<file path="config.mk">
export PLATFORM = sky130hd
export DESIGN_NAME = uart_rx_sampler_flat
export DESIGN_NICKNAME = d
export VERILOG_FILES = /design/src/rtl/uart_rx_sampler_if.sv /design/src/rtl/uart_rx_sampler.sv /design/src/flat_wrapper.sv
export SDC_FILE = /design/constraint.sdc
export NUM_CORES = 1
export LEC_CHECK = 0
export BUFFER_PORTS_ARGS = -buffer_cell sky130_fd_sc_hd__buf_2
export CORE_UTILIZATION = 55
export DETAILED_ROUTE_END_ITERATION = 8
export PLACE_DENSITY = 0.76
export SLEW_MARGIN = 20
export SYNTH_ARGS = -nofsm -noshare
export SYNTH_HDL_FRONTEND = slang
export SYNTH_SLANG_ARGS = --single-unit
</file>
<file path="constraint.sdc">
create_clock -name clk -period 8.48 [get_ports clk]
set_clock_uncertainty 0.15 [all_clocks]
set_input_delay 0 -clock clk [delete_from_list [all_inputs] [get_ports clk]]
set_output_delay 0 -clock clk [all_outputs]
set_load 0.02 [all_outputs]
</file>
<file path="src/rtl/uart_rx_sampler_if.sv">
// Byte output port of the UART receive engine: ready/valid data plus status pulses.
interface uart_rx_sampler_if;
    logic [7:0] data_out;
    logic       data_out_valid;
    logic       data_out_ready;
    logic       frame_error;
    logic       overrun;

    modport master (
        output data_out,
        output data_out_valid,
        output frame_error,
        output overrun,
        input  data_out_ready
    );

    modport slave (
        input  data_out,
        input  data_out_valid,
        input  frame_error,
        input  overrun,
        output data_out_ready
    );
endinterface

</file>
<file path="src/rtl/uart_rx_sampler.sv">
// UART 8N1 receive engine, mid-bit sampling driven by the baud_edge divisor.
// Define UART_RX_PARITY_EN to add an even-parity bit after D7.
module uart_rx_sampler #(
    parameter int unsigned CLOCK_FREQ = 125_000_000,
    parameter int unsigned MIN_BDRT   = 9_600,
    parameter int unsigned BAUD_BITS  = $clog2((CLOCK_FREQ + (MIN_BDRT / 2) - 1) / (MIN_BDRT / 2))
) (
    input  logic                 clk,
    input  logic                 reset,
    input  logic [BAUD_BITS-1:0] baud_edge,
    input  logic                 serial_in,
    uart_rx_sampler_if.master    rx
);

    typedef enum logic [2:0] {
        S_IDLE, S_START, S_DATA, S_STOP, S_BREAK
`ifdef UART_RX_PARITY_EN
        , S_PARITY
`endif
    } state_e;

    state_e               state_q, state_d;
    logic [BAUD_BITS-1:0] clk_cnt_q, clk_cnt_d;
    logic [2:0]           bit_cnt_q, bit_cnt_d;
    logic [7:0]           shift_q, shift_d;
    logic [7:0]           data_q, data_d;
    logic                 valid_q, valid_d;
    logic                 fe_q, fe_d;
    logic                 ov_q, ov_d;
    logic                 par_err_c;
    logic                 deliver_c;
    logic [BAUD_BITS-1:0] half_m1_c;
    logic [BAUD_BITS-1:0] full_m1_c;

`ifdef UART_RX_PARITY_EN
    logic par_err_q, par_err_d;
    assign par_err_c = par_err_q;
`else
    assign par_err_c = 1'b0;
`endif

    assign half_m1_c = (baud_edge >> 1) - BAUD_BITS'(1);
    assign full_m1_c = baud_edge - BAUD_BITS'(1);

    // Next-state, bit sampling and output-register update
    always_comb begin
        state_d   = state_q;
        clk_cnt_d = clk_cnt_q + BAUD_BITS'(1);
        bit_cnt_d = bit_cnt_q;
        shift_d   = shift_q;
        data_d    = data_q;
        valid_d   = valid_q & ~rx.data_out_ready;
        fe_d      = 1'b0;
        ov_d      = 1'b0;
        deliver_c = 1'b0;
`ifdef UART_RX_PARITY_EN
        par_err_d = par_err_q;
`endif

        case (state_q)
            S_IDLE: begin
                clk_cnt_d = '0;
                if (!serial_in) state_d = S_START;
            end
            S_START: begin
                if (clk_cnt_q == half_m1_c) begin
                    clk_cnt_d = '0;
                    bit_cnt_d = '0;
                    state_d   = serial_in ? S_IDLE : S_DATA;
                end
            end
            S_DATA: begin
                if (clk_cnt_q == full_m1_c) begin
                    clk_cnt_d          = '0;
                    shift_d[bit_cnt_q] = serial_in;
                    bit_cnt_d          = bit_cnt_q + 3'(1);
                    if (bit_cnt_q == 3'd7) begin
`ifdef UART_RX_PARITY_EN
                        state_d = S_PARITY;
`else
                        state_d = S_STOP;
`endif
                    end
                end
            end
`ifdef UART_RX_PARITY_EN
            S_PARITY: begin
                if (clk_cnt_q == full_m1_c) begin
                    clk_cnt_d = '0;
                    par_err_d = (^shift_q) ^ serial_in;
                    state_d   = S_STOP;
                end
            end
`endif
            S_STOP: begin
                // Leave at mid stop bit so a back-to-back start edge is not missed
                if (clk_cnt_q == full_m1_c) begin
                    clk_cnt_d = '0;
                    if (serial_in && !par_err_c) begin
                        deliver_c = 1'b1;
                        state_d   = S_IDLE;
                    end else begin
                        fe_d    = 1'b1;
                        state_d = S_BREAK;
                    end
                end
            end
            S_BREAK: begin
                clk_cnt_d = '0;
                if (serial_in) state_d = S_IDLE;
            end
            default: begin
                clk_cnt_d = '0;
                state_d   = S_IDLE;
            end
        endcase

        if (deliver_c) begin
            if (!valid_q || rx.data_out_ready) begin
                data_d  = shift_q;
                valid_d = 1'b1;
            end else begin
                ov_d = 1'b1;
            end
        end
    end

    // State and output registers
    always_ff @(posedge clk) begin
        if (reset) begin
            state_q   <= S_IDLE;
            clk_cnt_q <= '0;
            bit_cnt_q <= '0;
            shift_q   <= '0;
            data_q    <= '0;
            valid_q   <= 1'b0;
            fe_q      <= 1'b0;
            ov_q      <= 1'b0;
`ifdef UART_RX_PARITY_EN
            par_err_q <= 1'b0;
`endif
        end else begin
            state_q   <= state_d;
            clk_cnt_q <= clk_cnt_d;
            bit_cnt_q <= bit_cnt_d;
            shift_q   <= shift_d;
            data_q    <= data_d;
            valid_q   <= valid_d;
            fe_q      <= fe_d;
            ov_q      <= ov_d;
`ifdef UART_RX_PARITY_EN
            par_err_q <= par_err_d;
`endif
        end
    end

    assign rx.data_out       = data_q;
    assign rx.data_out_valid = valid_q;
    assign rx.frame_error    = fe_q;
    assign rx.overrun        = ov_q;

endmodule

</file>
<file path="src/flat_wrapper.sv">
// flat-port wrapper written by rule: the top's interface ports become plain ports
module uart_rx_sampler_flat 
#(
    parameter int unsigned CLOCK_FREQ = 125_000_000,
    parameter int unsigned MIN_BDRT   = 9_600,
    parameter int unsigned BAUD_BITS  = $clog2((CLOCK_FREQ + (MIN_BDRT / 2) - 1) / (MIN_BDRT / 2))
)
  (clk, reset, baud_edge, serial_in, rx_data_out, rx_data_out_valid, rx_frame_error, rx_overrun, rx_data_out_ready);
  uart_rx_sampler_if rx_i ();
  input  logic clk;
  input  logic reset;
  input  logic [BAUD_BITS-1:0] baud_edge;
  input  logic serial_in;
  output wire logic [$bits(rx_i.data_out)-1:0] rx_data_out;
  output wire logic [$bits(rx_i.data_out_valid)-1:0] rx_data_out_valid;
  output wire logic [$bits(rx_i.frame_error)-1:0] rx_frame_error;
  output wire logic [$bits(rx_i.overrun)-1:0] rx_overrun;
  input wire logic [$bits(rx_i.data_out_ready)-1:0] rx_data_out_ready;
  assign rx_data_out = rx_i.data_out;
  assign rx_data_out_valid = rx_i.data_out_valid;
  assign rx_frame_error = rx_i.frame_error;
  assign rx_overrun = rx_i.overrun;
  assign rx_i.data_out_ready = rx_data_out_ready;
  uart_rx_sampler #(.CLOCK_FREQ(CLOCK_FREQ), .MIN_BDRT(MIN_BDRT), .BAUD_BITS(BAUD_BITS)) u_core (.clk(clk), .reset(reset), .baud_edge(baud_edge), .serial_in(serial_in), .rx(rx_i));
endmodule
</file>
After elaboration in Yosys (flattened, before gate mapping)
Index checks and enable logic that the tools add are counted.
{"block": "op_classes", "add_sub_neg": 4, "magnitude_cmp": 2, "eq_ne": 13, "mux": 25, "bitwise_logic": 5, "reduce_logical": 12}
{"op": "$eq 15x15->1", "count": 2}
{"op": "$mux 15", "count": 2}
{"op": "$pmux 15 s2", "count": 1}
{"op": "$mux 3", "count": 9}
{"op": "$add 15x1->15 const B", "count": 1}
{"op": "$pmux 3 s5", "count": 1}
{"op": "$sub 14x1->15 const B", "count": 1}
{"op": "$sub 15x1->15 const B", "count": 1}
{"op": "$bwmux 8", "count": 1}
{"op": "$mux 1", "count": 8}
{"op": "$ne 2x1->1 const B", "count": 4}
{"op": "$eq 3x2->1 const B", "count": 2}
{"op": "$eq 3x3->1 const B", "count": 2}
{"op": "$pmux 3 s2", "count": 1}
{"op": "$reduce_and 6->1", "count": 1}
{"op": "$lt 3x4->1 const B", "count": 1}
{"op": "$ne 2x2->1 const B", "count": 2}
{"op": "$not 1->1", "count": 4}
{"op": "$reduce_and 2->1", "count": 2}
{"op": "$reduce_or 2->1", "count": 2}
{"op": "$add 3x1->3 const B", "count": 1}
{"op": "$demux 1 s3", "count": 1}
{"op": "$eq 3x1->1 const B", "count": 1}
{"op": "$ge 3x1->1 const B", "count": 1}
{"op": "9 further kinds", "count": 9}
{"block": "word_totals", "regBits": 40, "out_inout_bits": 11}

Logic depth before layout (Yosys ltp)
{"block": "logic_depth", "depth_word": 6, "ltp_mapped": 13, "ltp_nobuf": 9}

Worst setup path after synthesis
OpenSTA, ideal clock, no wires.
{"block": "synth_path", "path_kind": "input-to-reg", "from": "in baud_edge[2]", "to": "reg u_core.bit_cnt_q[0]", "setup_time_ps": 121, "t_arrival_ps": 2725, "setup_slack_ps": 5484, "cell_stages": 12, "path_cell_list": "clkbuf_1 inv_1 ha_1 or3b_1 buf_2 o31a_1 nor4b_2 nor3_1 or4_1 buf_6 nor3_2 mux2_2"}
{"block": "synth_between", "elab_chain_cells": 4}
{"item": "start, declared", "line_no": "flat_wrapper.sv:12", "rtl": "input logic [BAUD_BITS-1:0] baud_edge;"}
{"item": "$sub 15x1->15 / $sub 14x1->15 (equally long branches)", "line_no": "uart_rx_sampler.sv:43, uart_rx_sampler.sv:42"}
{"item": "$eq 15x15->1 (on tied branches)", "line_no": "uart_rx_sampler.sv:73, uart_rx_sampler.sv:66"}
{"item": "$ne 2x1->1 (no line)"}
{"item": "$reduce_and 3->1 (no line) *"}
{"item": "end signal, assigned", "line_no": "uart_rx_sampler.sv:145", "rtl": "bit_cnt_q <= bit_cnt_d;"}
{"item": "end, declared", "line_no": "uart_rx_sampler.sv:24", "rtl": "logic [2:0] bit_cnt_q, bit_cnt_d;"}
Mark *: on every way between the ends. The rest lies on a longest branch, timed or not.
A chain may end at the register's enable or synchronous reset.

Worst setup path in the final report
{"block": "layout_path", "from": "reg u_core.clk_cnt_q[8]", "to": "reg u_core.clk_cnt_q[1]"}
{"block": "layout_between", "elab_chain_cells": 3}
{"item": "start, declared", "line_no": "uart_rx_sampler.sv:23", "rtl": "logic [BAUD_BITS-1:0] clk_cnt_q, clk_cnt_d;"}
{"item": "start signal, assigned", "line_no": "uart_rx_sampler.sv:144", "rtl": "clk_cnt_q <= clk_cnt_d;"}
{"item": "$eq 15x15->1 (on tied branches)", "line_no": "uart_rx_sampler.sv:73, uart_rx_sampler.sv:97, uart_rx_sampler.sv:66"}
{"item": "$mux 15 (on tied branches)", "line_no": "uart_rx_sampler.sv:73, uart_rx_sampler.sv:97, uart_rx_sampler.sv:66"}
{"item": "$pmux 15 s2 *", "line_no": "uart_rx_sampler.sv:60", "rtl": "case (state_q)"}
Marked as above.

==> flow_summary.ini <==
[yosys]
synth_edf_count = 0
yosys.area.top_type = dfxtp_1
synthArstFlopShare = 0
synth_warnings = 0
synth.net_count = 377
avgSynthCellArea_um2 = 8.287
yosysUniqueCellTypes = 60
synthFlopType = dfxtp_1
syn_inst = 353
netlist_area_um2 = 2925
synth-seq-area-share = 0.2737
synth_seq_cells = 40
synth_top_area_frac = 0.2737
ys_top_cells_by_area = dfxtp_1 (27%), xnor2_1 (8.7%), mux2i_1 (7.2%), nor4_1 (5.1%), nand2b_1 (4.7%)

[clocking]
htree_levels = 2
cts_setup_buffers = 0
ctsResizeCount = 0
clock_latency_ns = 0.30
cts_buffer_depth = 2
cts-buffers-inserted = 5
clock_sinks = 40
cts-root-buf = clkbuf_8
path_clk_slew_ns = 0.07
tritoncts = yes

[setup_path]
critPathKind = flop to flop
cp-end-kind = flop
path_max_fanout = 16
r2r-end = u_core.clk_cnt_q[1]
arrival_ns = 3.55
r2r-start = u_core.clk_cnt_q[8]
ff2ff_path_depth = 7
required_ns = 8.48
rrSetupSlack_ns = 4.94
start_kind = flop

[die]
std_cell_rows = 26
die_x_um = 74.93
initial_core_util = 0.5728
core_area_um2 = 5107
die_area_um2 = 5615
die_height_um = 74.93
ios = 30

[place]
place.gp.congestion = 0.9016
post-dp-hpwl_um = 4606
port_buffers = 29

[cells_and_area]
area_delta_synth_final_pct = 7.228
fin_nets = 381
post-route-util = 0.6142
drive_gt1_frac = 0.1369
fillers = 462
diodes = 0

[route]
first_iter_violations = 168
routed_wl_um = 6392
drc = 0
drt_first_pass_iters = 4
dr_total_vias = 2564
vias_per_cell = 5.991
drtAntennaViolNets = 0
routedWlPerCell_um = 14.93

[sta]
fmax_ghz = 0.2822
tightest_slew_ns = 0.6940
rsz0062_at_grt = false
setup_violations = 0
maxSlewHeadroom = 0.5373
fin_crit_sh = 0.4179
drv_slew = 0
hold_viol_final = 0
setup_tns_ns = 0
fin_crit_ns = 3.544

[grt]
track_usage = 0.2416
overflow = 0
grt_start_max_net_pins = 42
grt_pass1_vias = 2269
grt_pass1_wl_um = 10560
antenna_found_initial = 0

[status]
status = finished, final reports clean

[job]
drv_cap = 0

[min_path]
worstHoldPathType = primary input to flop
min_path_cells = 2
hold_path_end = u_core.rx.data_out_valid
min_from = reset

[power_and_ir_drop]
power_density_nw_per_um2 = 128.2
irDropWorstVdd_mv = 0.1130
p_leak_uw = 0.001052
==> worst max-delay path: stages (launching register included) <==
cell and delay (ns):
dfxtp_1 0.51, xnor2_1 0.24, o22ai_1 0.12, a2111oi_0 0.55
o311ai_1 0.21, or4_1 0.80, a22oi_2 0.71, nor2_1 0.11
==> worst max path at each step <==
stage	startpoint	to	slack, ns	cells after the start
6_report	u_core.clk_cnt_q[8]	u_core.clk_cnt_q[1]	4.94	7
5_1_grt	u_core.clk_cnt_q[8]	u_core.clk_cnt_q[7]	4.59	7
4_1_cts	u_core.clk_cnt_q[8]	u_core.rx.data_out[6]	5.02	7
3_5_place_dp	baud_edge[1]	u_core.clk_cnt_q[14]	4.93	10
3_3_place_gp	baud_edge[1]	u_core.clk_cnt_q[2]	4.97	10
2_1_floorplan	baud_edge[2]	u_core.bit_cnt_q[0]	5.48	12
==> layout make-up <==
type | instances | area [µm²] | area share
clock inverters | 2 | 38.79 | 0.01237
flip-flops and latches | 40 | 800.8 | 0.2553
clock buffers | 6 | 82.58 | 0.02633
repair buffers | 31 | 165.2 | 0.05265
inverters | 7 | 26.28 | 0.008377
well taps | 70 | 87.58 | 0.02792
multi-input cells | 272 | 1936 | 0.6171
==> registers in the layout (all words and copies together), names as in the netlist <==
register,cells
u_core.bit_cnt_q,3
u_core.clk_cnt_q,15
u_core.rx.data_out,8
u_core.rx.data_out_valid,1
u_core.rx.frame_error,1
u_core.rx.overrun,1
u_core.shift_q,8
u_core.state_q,3
==> synth_stat cells, drive strengths merged, types with 4 or more instances <==
master and number:
dfxtp 40, xnor2 29, nor4 25, clkbuf 23, nand2b 22, mux2i 21
nand2 20, nor3 18, nor2 16, nand3 13, xor2 13, buf 11
nand4 9, inv 7, or3 7, and3 5, ha 5, nand3b 5
nor2b 5, or4 5, nor3b 4, o21ai 4, o31ai 4
==> report_power, final <==
group | leakage [µW] | internal (µW) | switching [µW]
clock | 0.0000614 | 96.2 | 66.6
combinational | 0.000668 | 19.4 | 30.0
sequential | 0.000323 | 188 | 1.44
==> metrics by stage <==
step	std cells	setup WS (ns)	instance area [µm²]	hold slack [ns]	power, µW
3_5_place_dp	418	4.927	2995	0.1154	241.6
2_1_floorplan	353	5.484	2925	-0.07153	230.8
4_1_cts	428	5.015	3137	0.08788	403.4
3_3_place_gp	418	4.972	2995	0.1122	240.9
5_1_grt	428	4.587	3137	0.1265	416.7
6_report	428	4.936	3137	0.09355	402.0
==> what timing repair did <==
action	in CTS	in global routing
hold buffers	2	0
hold endpoints to repair	5	0
endpoints found under the setup margin	0	0
==> logic make-up after synthesis <==
logic type                 after synthesis  synth area share
DFF                                     40            0.2737
AOI/OAI and AO/OA                       35           0.09239
muxes                                   22           0.07570
xor gates and xnor gates                42            0.1257
and+or+nand+nor                        168            0.3465
adders and majority gates                5           0.02139
buffers and inverters                   41           0.06458
==> cell usage in the layout (no fill, tap or decap), drive strengths merged, types with 3 or more instances in the layout <==
cell,instances
nand3,13
nand2b,22
nor3b,4
nor2b,5
o21ai,4
nor4,25
clkbuf,6
or3,7
and3,5
nor2,16
nand4,9
or4,5
ha,5
o31ai,4
a21oi,3
xnor2,29
a22oi,3
dfxtp,40
nand3b,5
nor3,18
nand2,20
o211ai,3
nand4b,3
mux2i,21
nor4b,3
inv,7
buf,29
xor2,13
==> routing by layer <==
layer / part of all wire / track usage / vias up
li1: - / - / 1295
met1: 0.51 / 0.3622 / 1195
met2: 0.43 / 0.3654 / 70
met3: 0.053 / 0.04016 / 4
met4: 0.0055 / 0.04612 / 0
met5: 0 / 0 / -
(Power assumes the default switching activity.)
